**config.mk**
```make
export PLATFORM = sky130hd
export DESIGN_NAME = servo_pwm_array
export DESIGN_NICKNAME = d
export VERILOG_FILES = /design/src/rtl/servo_pwm_array.sv
export SDC_FILE = /design/constraint.sdc
export NUM_CORES = 1
export LEC_CHECK = 0
export ABC_CLOCK_PERIOD_IN_PS = 11700
export BUFFER_PORTS_ARGS = -buffer_cell sky130_fd_sc_hd__buf_2
export CELL_PAD_IN_SITES_DETAIL_PLACEMENT = 1
export CELL_PAD_IN_SITES_GLOBAL_PLACEMENT = 1
export CORE_MARGIN = 10
export CORE_UTILIZATION = 40
export DETAILED_ROUTE_END_ITERATION = 10
export PLACE_DENSITY_LB_ADDON = 0.15
export SYNTH_ARGS = -nofsm -noshare
export SYNTH_HDL_FRONTEND = slang
export SYNTH_SLANG_ARGS = --single-unit
```
**constraint.sdc**
```tcl
create_clock -name SCLK -period 11.7 [get_ports SCLK]
set_clock_uncertainty 0.15 [all_clocks]
set_input_delay 2.925 -clock SCLK [delete_from_list [all_inputs] [get_ports SCLK]]
set_output_delay 2.925 -clock SCLK [all_outputs]
set_load 0.01 [all_outputs]
```
**src/rtl/servo_pwm_array.sv**
```systemverilog
// servo_pwm_array: multi-channel servo PWM; pulse widths change only at frame boundaries.
// Build option: define SERVO_RAMP_EN to slew each channel by at most STEP per frame.
module servo_pwm_array #(
  parameter int CHANNELS    = 4,
  parameter int CW          = 20,
  parameter int PERIOD      = 1000000,
  parameter int POS_MIN     = 50000,
  parameter int POS_MAX     = 100000,
  parameter int POS_NEUTRAL = 75000,
  parameter int DELTA       = 526,
  parameter int STEP        = 2000,
  parameter int CHAN_W      = (CHANNELS > 1) ? $clog2(CHANNELS) : 1
) (
  input  logic                SCLK,
  input  logic                RESET,
  input  logic                cmd_valid,
  output logic                cmd_ready,
  input  logic [CHAN_W-1:0]   cmd_chan,
  input  logic [1:0]          cmd_op,
  input  logic [CW-1:0]       cmd_pos,
  output logic [CHANNELS-1:0] pwm,
  output logic [CHANNELS-1:0] busy,
  output logic                frame_start,
  output logic                cmd_err
);

  typedef enum logic [1:0] {
    OP_ABS     = 2'b00,
    OP_LEFT    = 2'b01,
    OP_RIGHT   = 2'b10,
    OP_NEUTRAL = 2'b11
  } op_e;

  localparam logic [CW:0] MIN_W   = (CW+1)'(POS_MIN);
  localparam logic [CW:0] MAX_W   = (CW+1)'(POS_MAX);
  localparam logic [CW:0] NEUT_W  = (CW+1)'(POS_NEUTRAL);
  localparam logic [CW:0] DELTA_W = (CW+1)'(DELTA);
`ifdef SERVO_RAMP_EN
  localparam logic [CW:0] STEP_W  = (CW+1)'(STEP);
`else
  // A limit wider than any reachable difference turns each boundary into a step change.
  localparam int          RAMP_LIM = (STEP > PERIOD && STEP <= 2**CW) ? STEP : PERIOD;
  localparam logic [CW:0] STEP_W   = (CW+1)'(RAMP_LIM);
`endif

  logic [CW-1:0]       cnt_q, cnt_d;
  logic [CW-1:0]       tgt_q [CHANNELS];
  logic [CW-1:0]       tgt_d [CHANNELS];
  logic [CW-1:0]       cur_q [CHANNELS];
  logic [CW-1:0]       cur_d [CHANNELS];
  logic [CHANNELS-1:0] pwm_q, pwm_d, busy_q, busy_d;
  logic                frame_start_q, frame_start_d, cmd_err_q, cmd_err_d;
  logic                boundary, accept, chan_bad;

  // Target arithmetic is one bit wider so +/-DELTA can never wrap before clamping.
  function automatic logic [CW-1:0] next_target(input logic [CW-1:0] tgt, input op_e op,
                                                input logic [CW-1:0] pos);
    logic [CW:0] t, p, r;
    t = {1'b0, tgt};
    p = {1'b0, pos};
    r = t;
    unique case (op)
      OP_ABS:   r = (p < MIN_W) ? MIN_W : ((p > MAX_W) ? MAX_W : p);
      OP_LEFT:  r = (t < MIN_W + DELTA_W) ? MIN_W : t - DELTA_W;
      OP_RIGHT: r = (t + DELTA_W > MAX_W) ? MAX_W : t + DELTA_W;
      default:  r = NEUT_W;
    endcase
    return r[CW-1:0];
  endfunction

  function automatic logic [CW-1:0] ramp(input logic [CW-1:0] cur, input logic [CW-1:0] tgt);
    logic [CW:0] c, t, r;
    c = {1'b0, cur};
    t = {1'b0, tgt};
    r = c;
    if (t > c)      r = (t - c > STEP_W) ? c + STEP_W : t;
    else if (t < c) r = (c - t > STEP_W) ? c - STEP_W : t;
    return r[CW-1:0];
  endfunction

  assign cmd_ready = ~RESET;
  assign accept    = cmd_valid & cmd_ready;
  assign chan_bad  = (32'(cmd_chan) >= CHANNELS);
  assign boundary  = (cnt_q == CW'(PERIOD - 1));

  // NOTE: every _d signal is assigned on every path, so this block infers no latches.
  always_comb begin
    cnt_d         = boundary ? '0 : cnt_q + 1'b1;
    frame_start_d = (cnt_q == '0);
    cmd_err_d     = accept & chan_bad;
    for (int i = 0; i < CHANNELS; i++) begin
      // The boundary ramp reads tgt_q, so a command landing on that edge waits a frame.
      cur_d[i]  = boundary ? ramp(cur_q[i], tgt_q[i]) : cur_q[i];
      tgt_d[i]  = (accept && !chan_bad && cmd_chan == CHAN_W'(i))
                  ? next_target(tgt_q[i], op_e'(cmd_op), cmd_pos) : tgt_q[i];
      pwm_d[i]  = (cnt_q < cur_q[i]);
      busy_d[i] = (cur_q[i] != tgt_q[i]);
    end
  end

  // NOTE: non-blocking assignments only, so every flop samples pre-edge values.
  always_ff @(posedge SCLK) begin
    if (RESET) begin
      cnt_q         <= '0;
      pwm_q         <= '0;
      busy_q        <= '0;
      frame_start_q <= 1'b0;
      cmd_err_q     <= 1'b0;
      // NOTE: the position arrays are flops, not RAM, and must restart at neutral.
      for (int i = 0; i < CHANNELS; i++) begin
        tgt_q[i] <= CW'(POS_NEUTRAL);
        cur_q[i] <= CW'(POS_NEUTRAL);
      end
    end else begin
      cnt_q         <= cnt_d;
      pwm_q         <= pwm_d;
      busy_q        <= busy_d;
      frame_start_q <= frame_start_d;
      cmd_err_q     <= cmd_err_d;
      for (int i = 0; i < CHANNELS; i++) begin
        tgt_q[i] <= tgt_d[i];
        cur_q[i] <= cur_d[i];
      end
    end
  end

  assign pwm         = pwm_q;
  assign busy        = busy_q;
  assign frame_start = frame_start_q;
  assign cmd_err     = cmd_err_q;

endmodule

```
==> flow_metrics.tcl <==
set metrics [dict create \
    status "completed" \
    post-synth-top-count-cell "a21oi_1" \
    ios 38 \
    grt_usage_pct 26.9 \
    dr_total_vias 27500 \
    drc 0 \
    netlist_area_mm2 0.0250 \
    antenna_found_initial 3 \
    whs_endpoint "cur_q[0][22]$_SDFFE_PP0P_" \
    post_cts_buffers 0 \
    hp-class "reg -> reg" \
    place.port_buffers 36 \
    hp-start "cur_q[0][22]$_SDFFE_PP0P_" \
    synth_flop_cell "dfxtp_1" \
    p_leak_uw 0.0109 \
    clk_pin_slew_ns 0.08 \
    clockRootBuffer "clkbuf_16" \
    cap_violations 0 \
    drtPass1Iterations 5 \
    core_area_mm2 0.0618 \
    wire_per_inst_um 23.9 \
    arrival_ns 3.33 \
    grt_max_degree 114 \
    start_util_pct 40.4 \
    syn2layout_area_growth_pct 4.47 \
    cts.sinks 189 \
    gp_congestion 0.921 \
    grt-ovfl-total 0 \
    clock_latency_ns 0.51 \
    cts_tree "built" \
    detail-route-antenna-nets 0 \
    dieArea_mm2 0.0729 \
    viasPerCell 6.41 \
    final_hold_viol_count 0 \
    start_kind "primary input" \
    slew_headroom_pct 21.1 \
    worstSetupPathType "in -> out" \
    seq_area_frac_synth_pct 15.1 \
    drt_wl_total_mm 103 \
    postSynthAreaPerCell_um2 7.00 \
    max_freq_ghz 0.156 \
    slew_violations 0 \
    synth_seq_cells 189 \
    fillers 7870 \
    ys_warn_count 0 \
    power_per_cell_area_mw_per_mm2 78.3 \
    synth_fp_nets 3859 \
    syn_inst 3571 \
    power_uw 2040 \
    cts_hold_buf 0 \
    post-route-period-util_pct 54.7 \
    reg2reg_depth 14 \
    finalSetupTns_ns 0 \
    holdPathStages 2 \
    synth_common_cells "343 x a21oi_1, 321 x nand2_1, 277 x nor2_1, 263 x o21ai_0, 257 x ha_1" \
    cts_resized 0 \
    setup_slack_ns 5.29 \
    grt_pass1_vias 27600 \
    ir_worst_vdd_mv 0.106 \
    rr_endpoint "cur_q[0][62]$_SDFFE_PP0P_" \
    netlist_top_cells_area "dfxtp_1 15%, ha_1 13%, a21oi_1 6.9%, o21ai_0 5.3%, xnor2_1 5.1%" \
    place_area_mm2 0.0255 \
    die_height_um 270 \
    drt_iter0_drc 2476 \
    yosys.area.top_type_share_pct 15.1 \
    drive_gt1_share_pct 4.81 \
    synthArstFlopShare_pct 0 \
    synth_edf_count 0 \
    cts_buffers 17 \
    critical_path_required_ns 8.63 \
    r2r_setup_slack_ns 6.04 \
    synth_top_area_cell "dfxtp_1" \
    cp_max_fo 3 \
    setup_viol 0 \
    final_nets 3729 \
    clockBufferDepth 2 \
    grt_setup_unrepaired "no" \
    r2r-start "cur_q[0][68]$_SDFFE_PP0P_" \
    htree_levels 4 \
    synth_cell_types 109 \
    rows 91 \
    end_kind "output port" \
    place_hpwl_mm 78.5 \
    grt_pass1_wl_mm 160 \
    fin_crit_ns 6.41 \
    post-place-ws_ns 5.30 \
    fin_area_mm2 0.0261 \
    worst_slew_pin_slew_ns 1.17 \
    chipWidth_um 270 \
]
kinds of logic (layout without fill, tap and decap cells):
kind of cell	after synthesis	after routing	share of synthesized area [%]
buf+inv	435	318	7.12
compound gates	1241	1241	32.4
mux	31	31	1.26
simple gates	1214	1214	23.9
other cells	1	3	0.0150
fa+ha+maj	262	262	13.2
xor+xnor	198	198	6.94
flops	189	189	15.1
flip-flops by register name, summed over array words and instances (netlist names):
| signal | count |
|---|---|
| frame_start | 1 |
| cur_q | 80 |
| pwm | 4 |
| cnt_q | 20 |
| tgt_q | 80 |
| busy | 4 |
cells in the final DEF, fill, tap and decap left out, types with 16 or more instances in the layout:
cell type and n:
a2111oi_0 24, a211oi_1 57, a21o_1 75, a21oi_1 343, a221oi_1 18, a31oi_1 66
and2_1 28, and3_1 40, buf_2 35, buf_4 29, clkbuf_16 17, dfxtp_1 189
ha_1 257, inv_1 215, mux2i_1 28, nand2_1 321, nand2b_1 46, nand3_1 120
nand4_1 58, nor2_1 277, nor2b_1 32, nor3_1 126, nor4_1 50, o211ai_1 66
o21a_1 39, o21ai_0 263, o21ai_1 18, o21bai_1 27, o221ai_1 19, o22ai_1 16
o31ai_1 30, or2_2 18, or3_1 21, or4_1 18, xnor2_1 146, xor2_1 52
through the flow:
stage | utilization, % | cells | hold slack (ns)
detailed placement | 41.3 | 4259 | 0.323
finish | 42.2 | 4293 | 0.331
CTS | 42.2 | 4291 | 0.335
global placement | 41.3 | 4259 | 0.309
floorplan | - | 3571 | 0.299
global route | 42.2 | 4291 | 0.360
per-layer routing:
| layer | GRT usage [%] | up-vias | routed length, µm | share of wire (%) |
|---|---|---|---|---|
| met3 | 3.45 | 141 | 6170 | 6.0 |
| met4 | 7.81 | 2 | 2390 | 2.3 |
| met2 | 43.9 | 813 | 46700 | 45 |
| met1 | 36.3 | 13700 | 47400 | 46 |
| li1 | - | 12900 | - | - |
| met5 | 0.674 | - | 62 | 0.060 |
worst max-delay path by stage:
| stage | start | endpoint | slack (ns) | cells after the start |
|---|---|---|---|---|
| after floorplan | RESET | cmd_ready | 5.16 | 3 |
| after global placement | RESET | cmd_ready | 5.30 | 3 |
| after global routing | RESET | cmd_ready | 5.28 | 3 |
| final | RESET | cmd_ready | 5.29 | 3 |
| after detailed placement | RESET | cmd_ready | 5.30 | 3 |
| after CTS | RESET | cmd_ready | 5.30 | 3 |
final cells by class:
cell class / count / area [µm²] / area share (%)
Antenna cell: 2 / 5.00 / 0.0192
Clock buffer: 19 / 443 / 1.70
Clock inverter: 13 / 143 / 0.547
Inverter: 221 / 830 / 3.18
Multi-Input combinational cell: 2947 / 19400 / 74.5
Sequential cell: 189 / 3780 / 14.5
Tap cell: 837 / 1050 / 4.01
Timing Repair Buffer: 65 / 413 / 1.58
where the power goes:
group          switching, µW  internal (µW)  leakage (µW)
Combinational            477            248       0.00904
Clock                    318            321      0.000283
Sequential              26.3            653       0.00153
Total                    821           1220        0.0109
critical path, stage by stage:
cell and delay (ns):
buf_4 0.19, inv_2 0.06, buf_2 0.15
No activity file was read; power rests on OpenSTA's default activity.
